<file path="src/rtl/intra16_mb_scheduler_pkg.sv">
// intra16_mb_scheduler_pkg: shared types for the 16x16 intra macroblock scheduler.
// Holds the one-hot FSM encoding, default coordinate width and result record layout.
package intra16_mb_scheduler_pkg;

    localparam int MBW_W_DEF = 10;
    localparam int MODE_W    = 2;
    localparam int NZ_W      = 32;
    localparam int SCORE_W   = 64;

    typedef enum logic [6:0] {
        ST_IDLE   = 7'b000_0001,
        ST_CLEAR  = 7'b000_0010,
        ST_FETCH  = 7'b000_0100,
        ST_LAUNCH = 7'b000_1000,
        ST_WAIT   = 7'b001_0000,
        ST_DRAIN  = 7'b010_0000,
        ST_DONE   = 7'b100_0000
    } sched_state_e;

    typedef struct packed {
        logic [MODE_W-1:0]  mode;
        logic [NZ_W-1:0]    nz;
        logic [SCORE_W-1:0] score;
    } mb_result_t;

    // The result slot can take a new capture if it is empty or is being drained this cycle.
    function automatic logic slot_free(input logic valid, input logic ready);
        return !valid || ready;
    endfunction

endpackage

</file>
<file path="src/rtl/intra16_mb_raster_cnt.sv">
// intra16_mb_raster_cnt: macroblock x/y raster walker.
// load latches the frame size and rewinds to (0,0); adv steps one MB in raster order.
module intra16_mb_raster_cnt
    import intra16_mb_scheduler_pkg::*;
#(
    parameter int MBW_W = MBW_W_DEF
) (
    input  logic             clk,
    input  logic             rst_n,
    input  logic             load,
    input  logic             adv,
    input  logic [MBW_W-1:0] mb_w,
    input  logic [MBW_W-1:0] mb_h,
    output logic [MBW_W-1:0] x,
    output logic [MBW_W-1:0] y,
    output logic             last_mb
);

    localparam logic [MBW_W-1:0] ONE = MBW_W'(1);

    logic [MBW_W-1:0] w_q, w_d;
    logic [MBW_W-1:0] h_q, h_d;
    logic [MBW_W-1:0] x_q, x_d;
    logic [MBW_W-1:0] y_q, y_d;
    logic             x_end;

    assign x_end   = (x_q == w_q - ONE);
    assign last_mb = x_end && (y_q == h_q - ONE);
    assign x       = x_q;
    assign y       = y_q;

    // Next coordinate: rewind on load, otherwise raster step on adv.
    always_comb begin
        w_d = w_q;
        h_d = h_q;
        x_d = x_q;
        y_d = y_q;
        if (load) begin
            w_d = mb_w;
            h_d = mb_h;
            x_d = '0;
            y_d = '0;
        end else if (adv) begin
            if (x_end) begin
                x_d = '0;
                y_d = y_q + ONE;
            end else begin
                x_d = x_q + ONE;
            end
        end
    end

    // Coordinate and frame-size registers.
    always_ff @(posedge clk or negedge rst_n) begin
        if (!rst_n) begin
            w_q <= '0;
            h_q <= '0;
            x_q <= '0;
            y_q <= '0;
        end else begin
            w_q <= w_d;
            h_q <= h_d;
            x_q <= x_d;
            y_q <= y_d;
        end
    end

endmodule

</file>
<file path="src/rtl/intra16_mb_scheduler.sv">
// intra16_mb_scheduler: frame-level sequencer for the 16x16 luma intra mode picker.
// Walks MBs in raster order, launches the picker per MB, parks each result in a
// one-entry valid/ready slot and accumulates the frame score.
// Optional WAIT-state watchdog is built when SCHED_WATCHDOG_EN is defined.
//
// state  | meaning
// IDLE   | no frame; waiting for frame_start
// CLEAR  | one-cycle pick_clear to the picker
// FETCH  | src_req high; waiting for src_valid and a free result slot
// LAUNCH | one-cycle pick_start
// WAIT   | picker running; capture on pick_done
// DRAIN  | last result waiting for downstream acceptance
// DONE   | frame finished; frame_done and busy drop follow
module intra16_mb_scheduler
    import intra16_mb_scheduler_pkg::*;
#(
    parameter int MBW_W   = MBW_W_DEF,
    parameter int TIMEOUT = 4096
) (
    input  logic               clk,
    input  logic               rst_n,
    input  logic               frame_start,
    input  logic               abort,
    input  logic [MBW_W-1:0]   mb_w,
    input  logic [MBW_W-1:0]   mb_h,
    input  logic               src_valid,
    output logic               src_req,
    output logic               pick_start,
    output logic               pick_clear,
    output logic [MBW_W-1:0]   pick_x,
    output logic [MBW_W-1:0]   pick_y,
    input  logic               pick_done,
    input  logic [SCORE_W-1:0] pick_score,
    input  logic [31:0]        pick_mode,
    input  logic [NZ_W-1:0]    pick_nz,
    output logic               res_valid,
    input  logic               res_ready,
    output logic [MBW_W-1:0]   res_x,
    output logic [MBW_W-1:0]   res_y,
    output logic [MODE_W-1:0]  res_mode,
    output logic [NZ_W-1:0]    res_nz,
    output logic [SCORE_W-1:0] res_score,
    output logic [SCORE_W-1:0] frame_score,
    output logic               busy,
    output logic               frame_done,
    output logic               err_timeout
);

    sched_state_e       state_q, state_d;
    logic               busy_q, busy_d;
    logic               frame_done_q, frame_done_d;
    logic               res_valid_q, res_valid_d;
    logic               err_timeout_q, err_timeout_d;
    mb_result_t         res_q, res_d;
    logic [MBW_W-1:0]   res_x_q, res_x_d;
    logic [MBW_W-1:0]   res_y_q, res_y_d;
    logic [SCORE_W-1:0] frame_score_q, frame_score_d;

    logic               rc_load;
    logic               rc_adv;
    logic               rc_last;
    logic [MBW_W-1:0]   rc_x;
    logic [MBW_W-1:0]   rc_y;
    logic               xfer;
    logic               wd_expire;
    logic               unused_mode;

    assign unused_mode = ^pick_mode[31:MODE_W];

    intra16_mb_raster_cnt #(
        .MBW_W (MBW_W)
    ) u_raster (
        .clk     (clk),
        .rst_n   (rst_n),
        .load    (rc_load),
        .adv     (rc_adv),
        .mb_w    (mb_w),
        .mb_h    (mb_h),
        .x       (rc_x),
        .y       (rc_y),
        .last_mb (rc_last)
    );

    assign xfer = res_valid_q && res_ready;

`ifdef SCHED_WATCHDOG_EN
    localparam int WD_W = $clog2(TIMEOUT + 1);

    logic [WD_W-1:0] wd_cnt_q, wd_cnt_d;

    // WAIT-state cycle counter; rewound while launching so each MB gets a full budget.
    always_comb begin
        wd_cnt_d = wd_cnt_q;
        if (state_q == ST_LAUNCH) begin
            wd_cnt_d = '0;
        end else if (state_q == ST_WAIT) begin
            wd_cnt_d = wd_cnt_q + WD_W'(1);
        end
    end

    // Watchdog counter register.
    always_ff @(posedge clk or negedge rst_n) begin
        if (!rst_n) begin
            wd_cnt_q <= '0;
        end else begin
            wd_cnt_q <= wd_cnt_d;
        end
    end

    assign wd_expire = (state_q == ST_WAIT) && !pick_done && (wd_cnt_q == WD_W'(TIMEOUT - 1));
`else
    logic unused_wd;

    assign unused_wd = (TIMEOUT == 0);
    assign wd_expire = 1'b0;
`endif

    // Next-state, slot and score logic; abort/watchdog override everything else.
    always_comb begin
        state_d       = state_q;
        busy_d        = busy_q;
        frame_done_d  = 1'b0;
        res_valid_d   = res_valid_q;
        res_d         = res_q;
        res_x_d       = res_x_q;
        res_y_d       = res_y_q;
        frame_score_d = frame_score_q;
        err_timeout_d = err_timeout_q;
        rc_load       = 1'b0;
        rc_adv        = 1'b0;

        if (xfer) begin
            res_valid_d = 1'b0;
        end

        case (state_q)
            ST_IDLE: begin
                if (frame_start) begin
                    rc_load       = 1'b1;
                    frame_score_d = '0;
                    busy_d        = 1'b1;
                    err_timeout_d = 1'b0;
                    if ((mb_w == '0) || (mb_h == '0)) begin
                        state_d = ST_DONE;
                    end else begin
                        state_d = ST_CLEAR;
                    end
                end
            end
            ST_CLEAR: begin
                state_d = ST_FETCH;
            end
            ST_FETCH: begin
                if (src_valid && slot_free(res_valid_q, res_ready)) begin
                    state_d = ST_LAUNCH;
                end
            end
            ST_LAUNCH: begin
                state_d = ST_WAIT;
            end
            ST_WAIT: begin
                if (pick_done) begin
                    res_d.mode    = pick_mode[MODE_W-1:0];
                    res_d.nz      = pick_nz;
                    res_d.score   = pick_score;
                    res_x_d       = rc_x;
                    res_y_d       = rc_y;
                    res_valid_d   = 1'b1;
                    frame_score_d = frame_score_q + pick_score;
                    rc_adv        = 1'b1;
                    state_d       = rc_last ? ST_DRAIN : ST_FETCH;
                end
            end
            ST_DRAIN: begin
                if (xfer) begin
                    state_d = ST_DONE;
                end
            end
            ST_DONE: begin
                busy_d       = 1'b0;
                frame_done_d = 1'b1;
                state_d      = ST_IDLE;
            end
            default: begin
                state_d = ST_IDLE;
            end
        endcase

        if (abort || wd_expire) begin
            state_d       = ST_IDLE;
            busy_d        = 1'b0;
            res_valid_d   = 1'b0;
            frame_done_d  = 1'b0;
            frame_score_d = frame_score_q;
            err_timeout_d = err_timeout_q | wd_expire;
            rc_load       = 1'b0;
            rc_adv        = 1'b0;
        end
    end

    // Controller and result-slot registers.
    always_ff @(posedge clk or negedge rst_n) begin
        if (!rst_n) begin
            state_q       <= ST_IDLE;
            busy_q        <= 1'b0;
            frame_done_q  <= 1'b0;
            res_valid_q   <= 1'b0;
            err_timeout_q <= 1'b0;
            res_q         <= '0;
            res_x_q       <= '0;
            res_y_q       <= '0;
            frame_score_q <= '0;
        end else begin
            state_q       <= state_d;
            busy_q        <= busy_d;
            frame_done_q  <= frame_done_d;
            res_valid_q   <= res_valid_d;
            err_timeout_q <= err_timeout_d;
            res_q         <= res_d;
            res_x_q       <= res_x_d;
            res_y_q       <= res_y_d;
            frame_score_q <= frame_score_d;
        end
    end

    assign src_req     = (state_q == ST_FETCH);
    assign pick_start  = (state_q == ST_LAUNCH);
    assign pick_clear  = (state_q == ST_CLEAR);
    assign pick_x      = rc_x;
    assign pick_y      = rc_y;
    assign res_valid   = res_valid_q;
    assign res_x       = res_x_q;
    assign res_y       = res_y_q;
    assign res_mode    = res_q.mode;
    assign res_nz      = res_q.nz;
    assign res_score   = res_q.score;
    assign frame_score = frame_score_q;
    assign busy        = busy_q;
    assign frame_done  = frame_done_q;
    assign err_timeout = err_timeout_q;

endmodule

</file>
<file path="config.mk">
export PLATFORM = sky130hd
export DESIGN_NAME = intra16_mb_scheduler
export DESIGN_NICKNAME = d
export VERILOG_FILES = /design/src/rtl/intra16_mb_scheduler_pkg.sv /design/src/rtl/intra16_mb_raster_cnt.sv /design/src/rtl/intra16_mb_scheduler.sv
export SDC_FILE = /design/constraint.sdc
export NUM_CORES = 1
export LEC_CHECK = 0
export BUFFER_PORTS_ARGS = -buffer_cell sky130_fd_sc_hd__buf_4
export CAP_MARGIN = 10
export CORE_MARGIN = 5
export CORE_UTILIZATION = 45
export CTS_BUF_LIST = sky130_fd_sc_hd__clkbuf_16
export CTS_CLUSTER_DIAMETER = 60
export DETAILED_ROUTE_END_ITERATION = 8
export GPL_TIMING_DRIVEN = 0
export PLACE_DENSITY = 0.67
export SYNTH_ARGS = -nofsm -noshare
export SYNTH_HDL_FRONTEND = slang
export SYNTH_SLANG_ARGS = --single-unit
</file>
<file path="constraint.sdc">
create_clock -name clk -period 4.4 [get_ports clk]
set_input_delay 0.88 -clock clk [delete_from_list [all_inputs] [get_ports clk]]
set_output_delay 0.88 -clock clk [all_outputs]
set_load 0.1 [all_outputs]
</file>
Word level (Yosys, flattened, before mapping)
Cells that the tools add are included.

Register bits: 232. Latch bits: 0. Bits in writable memories: 0. ROM bits: 0. Input port bits: 155. Output and inout bits: 209. Memories kept: 0.

Add/subtract/negate cells: 5. Multipliers: 0. Divide/modulo/power cells: 0. Order comparisons: 0. Equality and inequality tests: 15. Shifts and indexed selects: 0. Multiplexer cells: 32. Bitwise gates (word level): 1. Reduce and logical (&&, ||, !) cells: 17.

Operators by type and width (count): 64-bit two-way mux (2); 64-bit case mux with 2 select lines (1); 64-bit adder (1); 10-bit two-way mux (6); 7-bit two-way mux (6); 7-bit case mux with 6 select lines (1); 10-bit by 1-bit adder with 10-bit output, second input constant (2); 10-bit == test (2); 10-bit zero test (2); 10-bit by 1-bit subtractor with 10-bit output, second input constant (2); 1-bit two-way mux (14); 3-bit != test, second input constant (3); 4-bit AND reduction (2); 7-bit by 1-bit == test with 1-bit output, second input constant (1); 7-bit by 2-bit == test with 1-bit output, second input constant (1); 7-bit by 3-bit == test with 1-bit output, second input constant (1); 7-bit by 4-bit == test with 1-bit output, second input constant (1); 7-bit by 5-bit == test with 1-bit output, second input constant (1); 7-bit by 6-bit == test with 1-bit output, second input constant (1); 7-bit == test, second input constant (1); 6-bit two-way mux (1); 2-bit AND reduction (3); 2-bit nonzero test (3); 2-bit != test, second input constant (2); 7 further kinds (10).

Logic depth before layout (Yosys ltp)
Depth in word-level cells: 7. Mapped depth: 11. Gate-level depth less buffers: 11.

Cells and area by module
A second synthesis with hierarchy kept.

Cells, all modules: 1349. Area, all modules: 13471.7 µm².

Modules (own cells, without submodules): intra16_mb_scheduler (times used 1, cells an instance 1075, area an instance 10826.6 µm², seq. area each 4805.9 µm²); intra16_mb_raster_cnt (times used 1, cells an instance 274, area an instance 2645.0 µm², seq. area each 1001.0 µm²).

Least setup slack after synthesis
OpenSTA, ideal clock, no wires.

Path kind: flip-flop to flip-flop. From: reg state_q[1]. To: reg state_q[0]. Setup time: 79 ps. Data arrival time: 3886 ps. Slack: 435 ps. Stages on the path, launching flop included: 9. Path buffers: 0. Period minus slack after synthesis: 3965 ps. Cell sequence: dfrtp_1 > nor3_1 > nand2_1 > nor3b_1 > inv_1 > nand3_1 > nor3_1 > or3_1 > nor2b_1.

Word-level cells in the longest chain between the ends: 3.

Ends and longest elaborated chain: start: declaration (line intra16_mb_scheduler.sv:49) `sched_state_e state_q, state_d;`; start signal: assignment (line intra16_mb_scheduler.sv:214) `state_q <= state_d;`; 7-bit by 4-bit == test with 1-bit output; net pick_start (line intra16_mb_scheduler.sv:28) `output logic pick_start,`; 7-bit case mux with 6 select lines (line intra16_mb_scheduler.sv:136) `case (state_q)`; 7-bit two-way mux (line intra16_mb_scheduler.sv:189) `if (abort || wd_expire) begin`.

The timed path passes the listed nets, and every way through them passes these cells. A chain may end at the register's enable or synchronous reset.

Worst setup path in the final report
From: in pick_score[1]. To: reg frame_score_q[51], in the netlist frame_score[51].

Word-level cells in the longest chain between the ends: 3.

Ends and longest elaborated chain: start: declaration (line intra16_mb_scheduler.sv:33) `input logic [SCORE_W-1:0] pick_score,`; 64-bit adder (line intra16_mb_scheduler.sv:169) `frame_score_d = frame_score_q + pick_score;`; 64-bit two-way mux (line intra16_mb_scheduler.sv:162) `if (pick_done) begin`; 64-bit case mux with 2 select lines (line intra16_mb_scheduler.sv:136); end signal: assignment (line intra16_mb_scheduler.sv:222) `frame_score_q <= frame_score_d;`; end: declaration (line intra16_mb_scheduler.sv:57) `logic [SCORE_W-1:0] frame_score_q, frame_score_d;`.

No other way between the ends. The select of a mux whose other input is x is not followed.

==> flow_results.org <==
** Pwr
- Tot Pwr :: between 5 and 6 mW
- Total leakage power :: 8.84 nW
- Pwr Density :: 312 mW/mm^2
- Peak supply drop :: 234 uV

** STA
- Measured against its own limit, the worst slew margin works out to between 30 and 40%.
- Transition time at the pin with the least slew margin :: a little over 1 ns
- Summed over all failing endpoints, the final setup total negative slack is 0 ns.
- The final hold violation count was 0.
- Peak Freq :: between 0.2 and 0.3 GHz
- Final Max Tran Viols :: 0
- Min Hold Slack :: roughly 0.27 ns
- Unrepaired setup endpoints after global routing :: no
- Of the available clock period, the critical path in the final layout requires 84.5%.
- The smallest clock period supported by the final layout is computed as approximately 3.7 ns.
- Setup violations remaining at the end of the flow were counted as 0.
- Worst-case clock skew :: around 0.015 ns

** GRT
- The number of global-route vias before repair is roughly 12k.
- The first global-routing pass estimated 63.6 mm of wire.
- Summed over all layers, the global routing overflow is 0.
- The initial antenna violation count is 0.
- Maximum number of pins on one net before global-route repair :: 89
- Global routing usage summed across all routing layers :: 23.0%

** Synthesis
- Yosys printed 0 warnings.
- After synthesis, the cell types taking the most area are dfrtp_1 (43%), mux2_2 (9.7%), ha_1 (6.2%).
- Largest area contributor in the synthesized netlist :: dfrtp_1
- Number of synthesized register bits :: approximately 230
- Sequential fraction of the synthesis area :: 43.2%
- The share of synthesized area in the top cell type comes to 43.0%.
- Top cells by count, synth :: dfrtp_1 (231), nand2_1 (196), mux2_2 (116)
- Net count of the mapped netlist :: 1629
- Number of enable flip-flop cells after synthesis :: 0
- Synthesis handed over a netlist of 1406 instances.
- Averaged over all synthesized cells, the footprint is approximately 9.6 um^2.
- The synthesized netlist contains 65 unique library cells.
- Among all cell types in the netlist, the one instantiated most often is dfrtp_1.
- Share of synthesized flip-flops with an asynchronous set or reset :: 100%
- The mapped netlist covers approximately 0.013 mm^2.
- Ys flop type :: dfrtp_1

** Clocking
- The cell sitting at the root of the clock tree is a clkbuf_16.
- Worst-Skew Late Latency :: roughly 0.55 ns
- Post-CTS Setup Bufs :: 0
- Total of cells resized after clock tree synthesis :: 0
- TritonCTS built the clock tree.
- Clock-pin slew was measured on the worst setup and hold paths at approximately 0.06 ns.
- In this run, CTS created clock tree buffers numbering 28.
- The clock passes through at most 3 buffers.
- For this design, the CTS-stage hold fixing added 0 buffers.
- H-tree depth reported by CTS :: 1
- Total clock sinks :: 232

** Die
- Die area :: 0.0334 mm^2
- The floorplan has 63 rows.
- The initial utilization of the core area, before any placement, comes to 45.4%.
- The floorplan step set the die height to ~180 um.
- The region available for standard cell placement spans 0.0296 mm^2.
- Top-level port count :: ~360
- Die W :: 183 um

** Worst setup path
- Among all stages on the critical path, the largest delay is contributed by or4b_2.
- Kind of capture point of the worst setup path :: flip-flop
- The worst setup path is of the in2reg kind.
- For the worst setup path, the data arrival time is roughly 4.1 ns.
- Worst stage delay on the critical path :: between 0.6 and 0.7 ns
- Category of the worst setup path launch point :: input pin
- Crit-path cells :: buf_4 -> ha_1 -> a211oi_1 -> o211ai_1 -> a32oi_1 -> o311ai_2 -> o31ai_1 -> or4b_2 -> a21oi_1 -> xor2_1 -> o21ai_0
- Data required, critical path :: just under 5 ns
- In this run the worst path has a maximum fanout of 5.
- Internal reg-to-reg setup slack :: roughly 0.70 ns

** Final layout
- Post-route cell area :: approximately 0.017 mm^2
- At the end of the flow, the number of nets in the layout was 1993.
- Layout cell share with drive strength beyond 1 :: 28.5%
- Relative to the synthesized area, the layout overhead comes to 29.5%.
- The number of antenna diodes in the final layout is 0.

** Drt
- Final WL :: 40.1 mm
- Via density per instance :: 5.53
- Number of design rule violations left after detail routing :: 0
- Dividing the detail-routed wire length by the instance count gives 18.4 um.
- For this block, the initial DRC count from the detailed router was 540.
- Routed Antenna Nets :: 0
- Detailed routing inserted a total of 12.1k vias.
- Drt pass-1 iters :: 6

** Job
- Max-cap violations in this run came to 0.

** Hold path
- Worst hold path type :: in2async

** Place
- After detailed placement, the total cell area comes to 0.0165 mm^2.
- DP HPWL :: 31.0 mm
- Routability congestion estimate :: 0.952
- Number of port buffers :: 332

** Run status
- Result of the run :: complete, no violations
## cell usage in the layout, fill, tap and decap left out, types with 31 or more instances in the layout
| cell | instances |
|---|---|
| buf_4 | 332 |
| dfrtp_1 | 231 |
| nand2_1 | 196 |
| mux2_2 | 116 |
| o21ai_0 | 108 |
| a21oi_1 | 99 |
| nor2_1 | 81 |
| ha_1 | 67 |
| clkbuf_1 | 62 |
| xnor2_1 | 46 |
| xor2_1 | 40 |
| a21o_1 | 33 |
| inv_1 | 31 |
## layout make-up
type                       instances  area [um^2]
clock inverter                    22          200
buffer                            68          259
fill                            2677        12200
timing repair buffer             334         2550
multi-input combinational       1079         7270
clock buffer                      29          726
tap                              390          488
inverter                          27          101
sequential                       232         5810
## worst max-delay path: cells and delay by family
| kind | cells | cell delay [ns] |
|---|---|---|
| simple gates | 1 | 0.64 |
| fa+ha+maj | 1 | 0.30 |
| buf+inv | 1 | 0.13 |
| xor+xnor | 1 | 0.15 |
| compound gates | 7 | 2.01 |
## flip-flops by register name (all words and copies together), names as in the netlist, 2 cells and up
signal        cells
frame_score      64
res_mode          2
res_nz           32
res_score        64
res_x            10
res_y            10
state_q           7
u_raster.h_q     10
u_raster.w_q     10
u_raster.x       10
u_raster.y       10
## power breakdown
part / internal, mW / total (mW) / leakage [nW] / switching [mW]
clock network: 1.37 / 2.31 / 0.463 / 0.940
registers: 2.21 / 2.28 / 3.20 / 0.0714
logic: 0.299 / 0.841 / 5.18 / 0.542
## worst paths after layout
check / from / to / depth (start not counted)
setup / recovery: pick_score[1] / frame_score[51] / 11
hold / removal: rst_n / res_score[25] / 1
setup reg to reg: state_q[1] / u_raster.x[7] / 9
hold reg to reg: res_x[2] / res_x[2] / 2
max in group asynchronous: rst_n / state_q[0] / 2
min in group clk: res_x[2] / res_x[2] / 2
## per-layer routing
| metal | up-vias | share of wire, % | track usage [%] |
|---|---|---|---|
| li1 | 5783 | - | - |
| met1 | 5794 | 41 | 29.4 |
| met2 | 418 | 48 | 38.8 |
| met3 | 72 | 8.1 | 6.03 |
| met4 | 0 | 2.8 | 6.67 |
| met5 | - | 0 | 0 |
## logic make-up after synthesis
logic type / after synthesis / share of synthesized area [%]
fa+ha+maj: 68 / 6.39
flops: 232 / 43.2
compound gates: 345 / 15.8
other cells: 1 / 0.0279
buf+inv: 95 / 2.68
mux: 122 / 10.2
simple gates: 457 / 16.1
xor+xnor: 86 / 5.61
## metrics by stage
step | setup slack, ns | cells | utilization [%]
after floorplan | 0.435 | 1406 | -
after global placement | 0.215 | 2128 | 55.5
after detailed placement | 0.191 | 2130 | 55.7
after CTS | 0.750 | 2181 | 58.9
after global routing | 0.470 | 2181 | 58.9
final | 0.684 | 2181 | 58.9
Note: power is estimated with default switching activity, not from simulation.
